File: src/rtl/spi_cs_arb_pkg.sv
// -----------------------------------------------------------------------------
// spi_cs_arb_pkg
//
// Shared definitions for the SPI chip-select arbiter:
//   - spi_cs_arb_state_e   : arbiter FSM state encoding (3 bits)
//   - SpiCsArbMaxReq       : largest supported number of requesters
//   - spi_cs_arb_cnt_width : width of the setup/hold/gap cycle counter
// -----------------------------------------------------------------------------
package spi_cs_arb_pkg;

  typedef enum logic [2:0] {
    ST_IDLE   = 3'd0,
    ST_SETUP  = 3'd1,
    ST_ACTIVE = 3'd2,
    ST_DRAIN  = 3'd3,
    ST_HOLD   = 3'd4,
    ST_GAP    = 3'd5
  } spi_cs_arb_state_e;

  localparam int SpiCsArbMaxReq = 8;

  // The one counter is reused for setup, hold and gap, so it must hold the
  // largest of the three cycle counts.
  function automatic int spi_cs_arb_cnt_width(int setup_cycles, int hold_cycles,
                                              int gap_cycles);
    int max_cycles;
    max_cycles = setup_cycles;
    if (hold_cycles > max_cycles) max_cycles = hold_cycles;
    if (gap_cycles > max_cycles)  max_cycles = gap_cycles;
    return (max_cycles < 1) ? 1 : $clog2(max_cycles + 1);
  endfunction

endpackage

File: src/rtl/spi_cs_arb_rr_pick.sv
// -----------------------------------------------------------------------------
// spi_cs_arb_rr_pick
//
// Combinational round-robin picker. Scans the request vector starting at the
// pointer index and wrapping around; the first set bit wins.
//
// Ports:
//   req_i   [NumReq]        request vector
//   ptr_i   [clog2(NumReq)] highest-priority index for this pick
//   found_o                 at least one request is set
//   idx_o   [clog2(NumReq)] winning index (0 when found_o is low)
// -----------------------------------------------------------------------------
module spi_cs_arb_rr_pick
  import spi_cs_arb_pkg::*;
#(
  parameter int NumReq = 4
) (
  input  logic [NumReq-1:0]         req_i,
  input  logic [$clog2(NumReq)-1:0] ptr_i,
  output logic                      found_o,
  output logic [$clog2(NumReq)-1:0] idx_o
);

  localparam int IdxW = $clog2(NumReq);

  always_comb begin
    int               cand;
    logic [IdxW-1:0]  cand_idx;
    // NOTE: every output of a combinational block gets a default first, so no
    // path through the block can leave it unassigned and infer a latch.
    found_o  = 1'b0;
    idx_o    = '0;
    cand     = 0;
    cand_idx = '0;
    for (int i = 0; i < NumReq; i++) begin
      cand = int'(ptr_i) + i;
      if (cand >= NumReq) cand = cand - NumReq;
      cand_idx = IdxW'(cand);
      if (!found_o && req_i[cand_idx]) begin
        found_o = 1'b1;
        idx_o   = cand_idx;
      end
    end
  end

endmodule

File: src/rtl/spi_cs_arbiter.sv
// -----------------------------------------------------------------------------
// spi_cs_arbiter
//
// Shares one SPI host among NumReq requesters and drives their active-low chip
// selects. Round-robin arbitration; programmable CS setup, hold and minimum
// CS-high gap. One transaction:
//   IDLE -> SETUP (CS low) -> ACTIVE (grant) -> DRAIN (wait SPI idle)
//        -> HOLD (CS still low) -> GAP (all CS high) -> IDLE
// A request dropped during SETUP skips the grant and goes straight to HOLD.
// No preemption: requests are only evaluated in IDLE.
//
// Optional feature (macro SPI_CS_ARB_TIMEOUT_EN):
//   A grant watchdog counts ACTIVE+DRAIN cycles; after TimeoutCycles it sets a
//   sticky timeout_o bit for the owner, drops the grant and forces HOLD
//   regardless of spi_busy_i. Without the macro, timeout_o is tied to 0 and
//   timeout_clr_i is ignored.
//
// Ports:
//   clk_sys_i          system clock
//   rst_sys_ni         asynchronous active-low reset
//   req_i     [N]      per-requester request, held for the whole transaction
//   gnt_o     [N]      one-hot grant (registered)
//   cs_no     [N]      active-low chip selects (registered)
//   sel_o     [log2 N] current owner index for the SPI data mux (registered)
//   busy_o             high in every state except IDLE (registered)
//   spi_busy_i         SPI host still shifting
//   timeout_o [N]      sticky watchdog flags (registered)
//   timeout_clr_i [N]  clears matching timeout_o bit; a same-cycle set wins
// -----------------------------------------------------------------------------
module spi_cs_arbiter
  import spi_cs_arb_pkg::*;
#(
  parameter int NumReq        = 4,
  parameter int CsSetupCycles = 2,
  parameter int CsHoldCycles  = 2,
  parameter int CsGapCycles   = 1,
  parameter int TimeoutCycles = 65535
) (
  input  logic                      clk_sys_i,
  input  logic                      rst_sys_ni,
  input  logic [NumReq-1:0]         req_i,
  output logic [NumReq-1:0]         gnt_o,
  output logic [NumReq-1:0]         cs_no,
  output logic [$clog2(NumReq)-1:0] sel_o,
  output logic                      busy_o,
  input  logic                      spi_busy_i,
  output logic [NumReq-1:0]         timeout_o,
  input  logic [NumReq-1:0]         timeout_clr_i
);

  localparam int IdxW = $clog2(NumReq);
  localparam int CntW = spi_cs_arb_cnt_width(CsSetupCycles, CsHoldCycles, CsGapCycles);

  // A counting state ends on the edge where the counter holds cycles-1; the
  // counter was cleared on the entry edge, so the state lasts exactly
  // 'cycles' clocks.
  localparam logic [CntW-1:0] SetupLast = CntW'(CsSetupCycles - 1);
  localparam logic [CntW-1:0] HoldLast  = CntW'(CsHoldCycles - 1);
  localparam logic [CntW-1:0] GapLast   = CntW'(CsGapCycles - 1);
  localparam logic [IdxW-1:0] LastIdx   = IdxW'(NumReq - 1);

  spi_cs_arb_state_e state_q, state_d;
  logic [CntW-1:0]   cnt_q, cnt_d, cnt_inc;
  logic [IdxW-1:0]   sel_q, sel_d;
  logic [IdxW-1:0]   ptr_q, ptr_d;
  logic [NumReq-1:0] gnt_q, gnt_d;
  logic [NumReq-1:0] cs_n_q, cs_n_d;
  logic              busy_q, busy_d;
  logic [NumReq-1:0] owner_d;

  logic              pick_found;
  logic [IdxW-1:0]   pick_idx;

  logic              to_hit;
  logic              to_fire;

  // ---------------------------------------------------------------------------
  // Round-robin pick among the current requests
  // ---------------------------------------------------------------------------
  spi_cs_arb_rr_pick #(
    .NumReq (NumReq)
  ) u_rr_pick (
    .req_i   (req_i),
    .ptr_i   (ptr_q),
    .found_o (pick_found),
    .idx_o   (pick_idx)
  );

  // Saturating increment: the counter never wraps, even if a state lingers.
  assign cnt_inc = (&cnt_q) ? cnt_q : cnt_q + 1'b1;

  // The watchdog can only fire while the owner holds (or is draining) the bus.
  assign to_fire = to_hit && ((state_q == ST_ACTIVE) || (state_q == ST_DRAIN));

  // ---------------------------------------------------------------------------
  // Next-state logic
  // ---------------------------------------------------------------------------
  always_comb begin
    state_d = state_q;
    cnt_d   = cnt_q;
    sel_d   = sel_q;
    ptr_d   = ptr_q;

    case (state_q)
      ST_IDLE: begin
        if (pick_found) begin
          state_d = ST_SETUP;
          sel_d   = pick_idx;
          // Pointer moves past the winner as soon as it is chosen, so a
          // requester that aborts or times out still yields its turn.
          ptr_d   = (pick_idx == LastIdx) ? '0 : pick_idx + 1'b1;
          cnt_d   = '0;
        end
      end

      ST_SETUP: begin
        if (!req_i[sel_q]) begin
          state_d = ST_HOLD;
          cnt_d   = '0;
        end else if (cnt_q == SetupLast) begin
          state_d = ST_ACTIVE;
          cnt_d   = '0;
        end else begin
          cnt_d = cnt_inc;
        end
      end

      ST_ACTIVE: begin
        if (to_fire) begin
          state_d = ST_HOLD;
          cnt_d   = '0;
        end else if (!req_i[sel_q]) begin
          state_d = ST_DRAIN;
        end
      end

      ST_DRAIN: begin
        // A watchdog expiry stops waiting for the SPI host.
        if (to_fire || !spi_busy_i) begin
          state_d = ST_HOLD;
          cnt_d   = '0;
        end
      end

      ST_HOLD: begin
        if (cnt_q == HoldLast) begin
          state_d = ST_GAP;
          cnt_d   = '0;
        end else begin
          cnt_d = cnt_inc;
        end
      end

      ST_GAP: begin
        if (cnt_q == GapLast) begin
          state_d = ST_IDLE;
          cnt_d   = '0;
        end else begin
          cnt_d = cnt_inc;
        end
      end

      default: begin
        state_d = ST_IDLE;
        cnt_d   = '0;
      end
    endcase
  end

  // ---------------------------------------------------------------------------
  // Output decode from the next state, so every output comes from a register
  // and changes on the same edge as the state it belongs to.
  // ---------------------------------------------------------------------------
  always_comb begin
    owner_d = NumReq'(1) << sel_d;
    gnt_d   = '0;
    cs_n_d  = '1;
    busy_d  = (state_d != ST_IDLE);
    if (state_d == ST_ACTIVE) gnt_d = owner_d;
    if ((state_d == ST_SETUP) || (state_d == ST_ACTIVE) ||
        (state_d == ST_DRAIN) || (state_d == ST_HOLD)) begin
      cs_n_d = ~owner_d;
    end
  end

  // ---------------------------------------------------------------------------
  // State and output registers
  // ---------------------------------------------------------------------------
  // NOTE: sequential state uses non-blocking assignments so every register
  // samples the pre-edge values, independent of statement order.
  always_ff @(posedge clk_sys_i or negedge rst_sys_ni) begin
    if (!rst_sys_ni) begin
      state_q <= ST_IDLE;
      cnt_q   <= '0;
      sel_q   <= '0;
      ptr_q   <= '0;
      gnt_q   <= '0;
      cs_n_q  <= '1;
      busy_q  <= 1'b0;
    end else begin
      state_q <= state_d;
      cnt_q   <= cnt_d;
      sel_q   <= sel_d;
      ptr_q   <= ptr_d;
      gnt_q   <= gnt_d;
      cs_n_q  <= cs_n_d;
      busy_q  <= busy_d;
    end
  end

  assign gnt_o  = gnt_q;
  assign cs_no  = cs_n_q;
  assign sel_o  = sel_q;
  assign busy_o = busy_q;

  // ---------------------------------------------------------------------------
  // Grant watchdog
  // ---------------------------------------------------------------------------
`ifdef SPI_CS_ARB_TIMEOUT_EN
  // The counter holds the number of ACTIVE/DRAIN cycles already completed, so
  // the watchdog fires on the edge that would complete cycle TimeoutCycles.
  localparam logic [31:0] ToLast = 32'(TimeoutCycles - 1);

  logic [31:0]       to_cnt_q, to_cnt_d;
  logic [NumReq-1:0] timeout_q, timeout_d;

  assign to_hit = (to_cnt_q >= ToLast);

  always_comb begin
    to_cnt_d = to_cnt_q;
    if ((state_q == ST_SETUP) && (state_d == ST_ACTIVE)) begin
      to_cnt_d = '0;
    end else if (((state_q == ST_ACTIVE) || (state_q == ST_DRAIN)) && !(&to_cnt_q)) begin
      to_cnt_d = to_cnt_q + 32'd1;
    end

    // Set is applied after clear so a simultaneous set wins.
    timeout_d = timeout_q & ~timeout_clr_i;
    if (to_fire) timeout_d = timeout_d | (NumReq'(1) << sel_q);
  end

  always_ff @(posedge clk_sys_i or negedge rst_sys_ni) begin
    if (!rst_sys_ni) begin
      to_cnt_q  <= '0;
      timeout_q <= '0;
    end else begin
      to_cnt_q  <= to_cnt_d;
      timeout_q <= timeout_d;
    end
  end

  assign timeout_o = timeout_q;
`else
  logic unused_timeout_cfg;

  assign to_hit             = 1'b0;
  assign timeout_o          = '0;
  assign unused_timeout_cfg = ^{timeout_clr_i, 32'(TimeoutCycles)};
`endif

endmodule

File: config.mk
export PLATFORM = sky130hd
export DESIGN_NAME = spi_cs_arbiter
export DESIGN_NICKNAME = d
export VERILOG_FILES = /design/src/rtl/spi_cs_arb_pkg.sv /design/src/rtl/spi_cs_arb_rr_pick.sv /design/src/rtl/spi_cs_arbiter.sv
export SDC_FILE = /design/constraint.sdc
export NUM_CORES = 1
export LEC_CHECK = 0
export ABC_AREA = 1
export CELL_PAD_IN_SITES_DETAIL_PLACEMENT = 0
export CELL_PAD_IN_SITES_GLOBAL_PLACEMENT = 1
export CORE_UTILIZATION = 36
export DETAILED_ROUTE_END_ITERATION = 10
export PLACE_DENSITY_LB_ADDON = 0.1
export SLEW_MARGIN = 15
export SYNTH_ARGS = -nofsm -noshare
export SYNTH_HDL_FRONTEND = slang
export SYNTH_HIERARCHICAL = 1
export SYNTH_SLANG_ARGS = --single-unit
File: constraint.sdc
create_clock -name clk_sys_i -period 2.1 [get_ports clk_sys_i]
set_input_delay 0.21 -clock clk_sys_i [delete_from_list [all_inputs] [get_ports clk_sys_i]]
set_output_delay 0.21 -clock clk_sys_i [all_outputs]
set_load 0.02 [all_outputs]
Word level (Yosys, flattened, before mapping) --
Index checks and enable logic that the tools add are counted.
Cells by class: reduce and logical (&&, ||, !) cells 15, shifts and indexed selects 1, multiplexer cells 42, $lt $le $gt $ge 9, bitwise operators 2, equality and inequality tests 13, add/sub/neg operators 9
Operator list (count):
- two-way mux 2 bit | 17
- two-way mux 3 bit | 7
- one-hot mux 3 bit (6 select lines) | 1
- < comparator 2 x 3 -> 1 bit (second input constant) | 5
- equality test 3 x 2 -> 1 bit (second input constant) | 4
- one-hot mux 2 bit (6 select lines) | 1
- binary-select mux 1 bit (select 2 bit) | 5
- equality test 3 bit (second input constant) | 3
- greater-or-equal comparator 3 bit (second input constant) | 3
- two-way mux 1 bit | 9
- two-way mux 4 bit | 2
- subtractor 2 x 1 -> 2 bit (second input constant) | 4
- adder 2 x 2 -> 3 bit (second input constant) | 2
- equality test 3 x 1 -> 1 bit (second input constant) | 2
- adder 2 x 1 -> 2 bit (second input constant) | 2
- inequality test 2 bit (second input constant) | 2
- NOT 4 bit | 1
- AND reduction 2 bit | 2
- left shift 1 x 2 -> 4 bit (first input constant) | 1
- adder 2 x 1 -> 3 bit (second input constant) | 1
- greater-or-equal comparator 2 x 3 -> 1 bit (second input constant) | 1
- logical AND 1 bit | 3
- zero test 1 bit | 3
- zero test 3 bit | 1
- 7 further kinds | 9
Word-level totals: flip-flop bits (word level) 18, logic and storage cells 98, output and inout port bits 15, input port bits 11

Depth between registers and ports, before layout --
depth after elaboration 21, mapped depth 15, gate-level depth less buffers 15

By module --
The synthesis kept the hierarchy.
Modules (own cells, without submodules):
- spi_cs_arbiter | area an instance 945.9 µm², times used 1, cells each 115, sequential area each 455.4 µm²
- spi_cs_arb_rr_pick | area an instance 319.1 µm², times used 1, cells each 59, sequential area each 0.0 µm²

Worst setup path after synthesis --
No wires, ideal clock.
path type flip-flop to flip-flop, start point register ptr_q[0], end point register cs_n_q[0], in the netlist cs_no[0], buffers on the path 1, required time 2.007 ns, arrival time 1.678 ns, library setup time 0.093 ns, slack 0.329 ns, period minus slack after synthesis 1.771 ns, stages on the path, launching flop included 12, cells stage by stage dfrtp_1 -> buf_6 -> nand2_1 -> nand2_4 -> o21ai_1 -> nand3b_1 -> nand3_2 -> or2_1 -> o21ai_2 -> nand2_1 -> inv_1 -> nand3_1
On the way: cells in the longest elaborated chain, start to end 21, elaborated cells on any way between the ends 51, those cells by class add/sub: 7; order compare: 4; eq/ne: 4; shift: 1; mux: 25; bitwise: 1; reduce/logical: 9
RTL lines:
- start, declared | RTL line spi_cs_arbiter.sv:65 | logic [IdxW-1:0] ptr_q, ptr_d;
- start signal, assigned | RTL line spi_cs_arbiter.sv:204 | ptr_q <= ptr_d;
- parallel branches: the longest is 13 deep, another holds adder 2 x 1 -> 3 bit
- two-way mux 1 bit * | RTL line spi_cs_arb_rr_pick.sv:39 | if (!found_o && req_i[cand_idx]) begin
- net pick_found | RTL line spi_cs_arbiter.sv:71 | logic pick_found;
- two-way mux 3 bit | RTL line spi_cs_arbiter.sv:106 | if (pick_found) begin
- one-hot mux 3 bit (6 select lines) | RTL line spi_cs_arbiter.sv:104 | case (state_q)
- equality test 3 x 1 -> 1 bit / equality test 3 x 2 -> 1 bit (equally long branches) | RTL line spi_cs_arbiter.sv:180 | if ((state_d == ST_SETUP) || (state_d == ST_ACTIVE) ||
- logical OR 1 bit (2 in series) | RTL line spi_cs_arbiter.sv:180
- logical OR 1 bit | RTL line spi_cs_arbiter.sv:181 | (state_d == ST_DRAIN) || (state_d == ST_HOLD)) begin
- two-way mux 4 bit * | RTL line spi_cs_arbiter.sv:180
- net cs_n_d[0] | RTL line spi_cs_arbiter.sv:67 | logic [NumReq-1:0] cs_n_q, cs_n_d;
- end signal, assigned | RTL line spi_cs_arbiter.sv:206 | cs_n_q <= cs_n_d;
- end, declared | RTL line spi_cs_arbiter.sv:67
Mark *: on every way through the listed nets, which the timed path passes. The select of a mux whose other input is x is not followed. A chain may end at the register's enable or synchronous reset.

Worst setup path after layout --
start point register ptr_q[0], end point register cs_n_q[0], in the netlist cs_no[0]
On the way: elaborated cells on any way between the ends 51, those cells by class add/sub: 7; order compare: 4; eq/ne: 4; shift: 1; mux: 25; bitwise: 1; reduce/logical: 9
RTL lines:
- parallel branches: the longest is 13 deep, another holds adder 2 x 1 -> 3 bit
- two-way mux 2 bit * | RTL line spi_cs_arb_rr_pick.sv:39
- net pick_idx[0] | RTL line spi_cs_arbiter.sv:72 | logic [IdxW-1:0] pick_idx;
- two-way mux 2 bit * | RTL line spi_cs_arbiter.sv:106
- two-way mux 2 bit * | RTL line spi_cs_arbiter.sv:104
- left shift 1 x 2 -> 4 bit * | RTL line spi_cs_arbiter.sv:175 | owner_d = NumReq'(1) << sel_d;
- NOT 4 bit * | RTL line spi_cs_arbiter.sv:182 | cs_n_d = ~owner_d;
- two-way mux 4 bit * | RTL line spi_cs_arbiter.sv:180
- net cs_n_d[0] | RTL line spi_cs_arbiter.sv:67
Marks and branches as above.

==> key figures <==
Floorplanning
  • Placement row count: 21
  • # IOs: 26
  • Initial core utilization: 37.6%
  • DIE WIDTH: 61.3 um
  • Die H: 61.3 um
  • Die area: 3750 sq um
  • Core footprint: 3360 sq um

Final layout
  • Area Growth Syn to Fin: 36.6%
  • Multi-input combinational cell area: 743 sq um
  • Register Area: 458 sq um
  • # fillers: 365
  • Finished Layout Cells: 256
  • Number of inserted diodes: 0
  • Share of layout cells above drive strength 1: 36.2%
  • Final #Nets: 223

Logic synthesis
  • Sequential share of the synthesized area: 36.0%
  • Syn Inst Count: 174
  • Largest area contributor in the netlist: dfrtp_1
  • Post-synth top area share: 27.7%
  • Top cells by area, synth: dfrtp_1, nand2_1, dfstp_2
  • Netlist cell types: 27
  • Synthesized area per cell: 7.27 sq um
  • Seq cells post-synth: 18
  • Mapped Area: 1260 sq um
  • Syn. warnings: 6

Worst setup path
  • Slowest CP cell: dfrtp_2
  • Slowest cell delay on critical path: 470 ps
  • Required @ worst endpoint: 2300 ps
  • FF-to-FF Start: ptr_q[0]
  • Worst setup EP type: flip-flop
  • Startpoint types: flip-flop
  • Max Fanout on Critical Path: 5
  • CP arrival: 2200 ps
  • WS Path Type: reg -> reg
  • Worst setup startpoint: ptr_q[0]
  • R2R Setup Slk: 100 ps
  • CP cell instances: buf_6 -> nand2_2 -> nand3_2 -> nand2_4 -> nor2_4 -> buf_4 -> nand3_2 -> nand2_1 -> nand2_1 -> inv_1 -> or2_1 -> o21ai_4 -> nand2_1 -> inv_1 -> nand3_2

STA
  • Max_slew headroom: 57.4%
  • RSZ-0062 raised after global routing: yes
  • FMAX: 500 MHz
  • Setup TNS: 0 ps
  • Setup violators final: 0
  • Final period utilization: 95.3%
  • Worst hold slack: 233 ps
  • Final slew viol count: 0
  • Clock skew: 2.11 ps
  • Final Hold Vio Count: 0
  • Minimum clock period after layout: 2000 ps
  • Transition time of the tightest slew-check pin: 636 ps

Routing
  • Vias per cell: 4.46
  • Residual DRC: 0
  • Drt pass-1 iters: 4
  • Final ANT Viol Nets: 0
  • DR iter-0 viols: 62
  • Routed vias: 1142
  • WL per Instance: 10.7 um
  • Routed wire length: 2730 um

Power
  • P per Cell Area: 1770 nW/um^2
  • VDD IR max: 0.000820 V
  • Overall Power: 3.07 mW
  • LEAKAGE: 0.900 nW

Placed design
  • Post-DP HPWL: 2090 um
  • Placer congestion estimate: 0.743
  • Dpl cells: 245
  • IO buf count: 17

GRT
  • Antenna violations before repair: 0
  • Vias in the first global route: 964
  • GRT Resource Usage Total: 15.3%
  • Largest net degree at the start of global routing: 19
  • GRT overflow: 0
  • First-pass GRT wire length: 4260 um

Clock network
  • TritonCTS buffer count: 3
  • CTS tree: yes
  • Worst skew pair latency: 290 ps
  • CTS root buf: clkbuf_4
  • Worst-path clk slew: 100 ps
  • Clk sink count: 18
  • H-tree Lvls: 1
  • Clock tree buffer depth: 2

Run status
  • Status: finished, final reports clean

Worst hold path
  • Hold WC Path Type: in -> async

Flow run
  • Max-cap violations: 0
-- cell families after synthesis --
group,synth area share (%)
other,0.296
adder cells (fa/ha/maj),0.989
buffers and inverters,13.1
AND/OR/NAND/NOR,44.2
flip-flops,36.0
AO/OA/AOI/OAI,5.44
-- stage by stage --
step                instance area, sq um  utilization [%]  worst slack (ps)
floorplan                           1280                -               329
global placement                    1530             45.6             -40.4
detailed placement                  1530             45.6             -74.3
CTS                                 1570             46.7              89.2
global route                        1730             51.4             -57.4
finish                              1730             51.4              99.0
-- worst max-delay path: cells and delay by family, from the launching register on --
kind / cells / cell delay, ps
flip-flops: 1 / 470
AND/OR/NAND/NOR: 10 / 910
AO/OA/AOI/OAI: 1 / 110
buffers and inverters: 4 / 390
-- cell usage in the layout (no fill, tap or decap) --
cell type and n:
a21oi_1 2, a31oi_1 1, buf_4 16, buf_6 2
clkbuf_4 3, clkbuf_8 1, clkdlybuf4s50_1 17, clkinv_4 1
conb_1 4, dfrtp_1 12, dfrtp_2 2, dfstp_2 4
ha_1 1, inv_1 26, inv_2 2, inv_4 1
nand2_1 38, nand2_2 14, nand2_4 6, nand3_1 9
nand3_2 9, nand3_4 2, nand3b_1 1, nand4_1 2
nor2_1 11, nor2_2 6, nor2_4 4, nor3_1 1
nor3_2 1, o21ai_0 6, o21ai_1 1, o21ai_2 1
o21ai_4 1, or2_1 2
-- Yosys cell counts, drive strengths merged --
cell / number
a21oi: 2
or2: 2
dfrtp: 14
buf: 6
nand3b: 1
a31oi: 1
inv: 30
nand4: 2
conb: 1
ha: 1
nand2: 58
nor2: 21
dfstp: 4
nor3: 2
o21ai: 9
nand3: 20
-- registers in the layout (all words and copies together), names as in the netlist --
| register | count |
|---|---|
| busy_o | 1 |
| cnt_q | 2 |
| cs_no | 4 |
| gnt_o | 4 |
| ptr_q | 2 |
| sel_o | 2 |
| state_q | 3 |
-- worst paths after layout --
path                                 end  depth (start not counted)
worst max register to register  cs_no[0]                         15
worst min-delay path            gnt_o[3]                          2
max in group asynchronous       cs_no[3]                          2
worst max-delay path            cs_no[0]                         15
worst min register to register  cnt_q[1]                          2
min in group clk_sys_i          cnt_q[1]                          2
-- cell type report --
type,instances,share of cell area (%)
repair buffers,35,18.1
flip-flops and latches,18,26.5
well taps,46,3.33
inverters,30,6.95
clock buffers,4,2.10
multi-input cells,123,43.0
-- report_power, final --
| part | internal (mW) | switching [mW] | leakage, nW |
|---|---|---|---|
| Sequential | 0.499 | 0.157 | 0.219 |
| Combinational | 0.929 | 1.27 | 0.660 |
| Clock | 0.106 | 0.102 | 0.0210 |
-- timing repair --
action                                  in CTS  in global routing
resized for setup                            0                 28
endpoints found under the hold margin        0                  0
endpoints found under the setup margin       0                 10
setup buffers                                0                  7
hold buffers                                 0                  0
-- per-layer routing --
layer / vias up / part of all wire [%] / track usage (%) / wire length, um
met2: 18 / 47 / 22.5 / 1270
met5: - / 0 / 0 / 0
met3: 2 / 3.0 / 3.15 / 83
met1: 526 / 50 / 23.6 / 1370
met4: 0 / 0.18 / 1.95 / 5
li1: 596 / - / - / -
No activity file was read; power rests on OpenSTA's default activity.
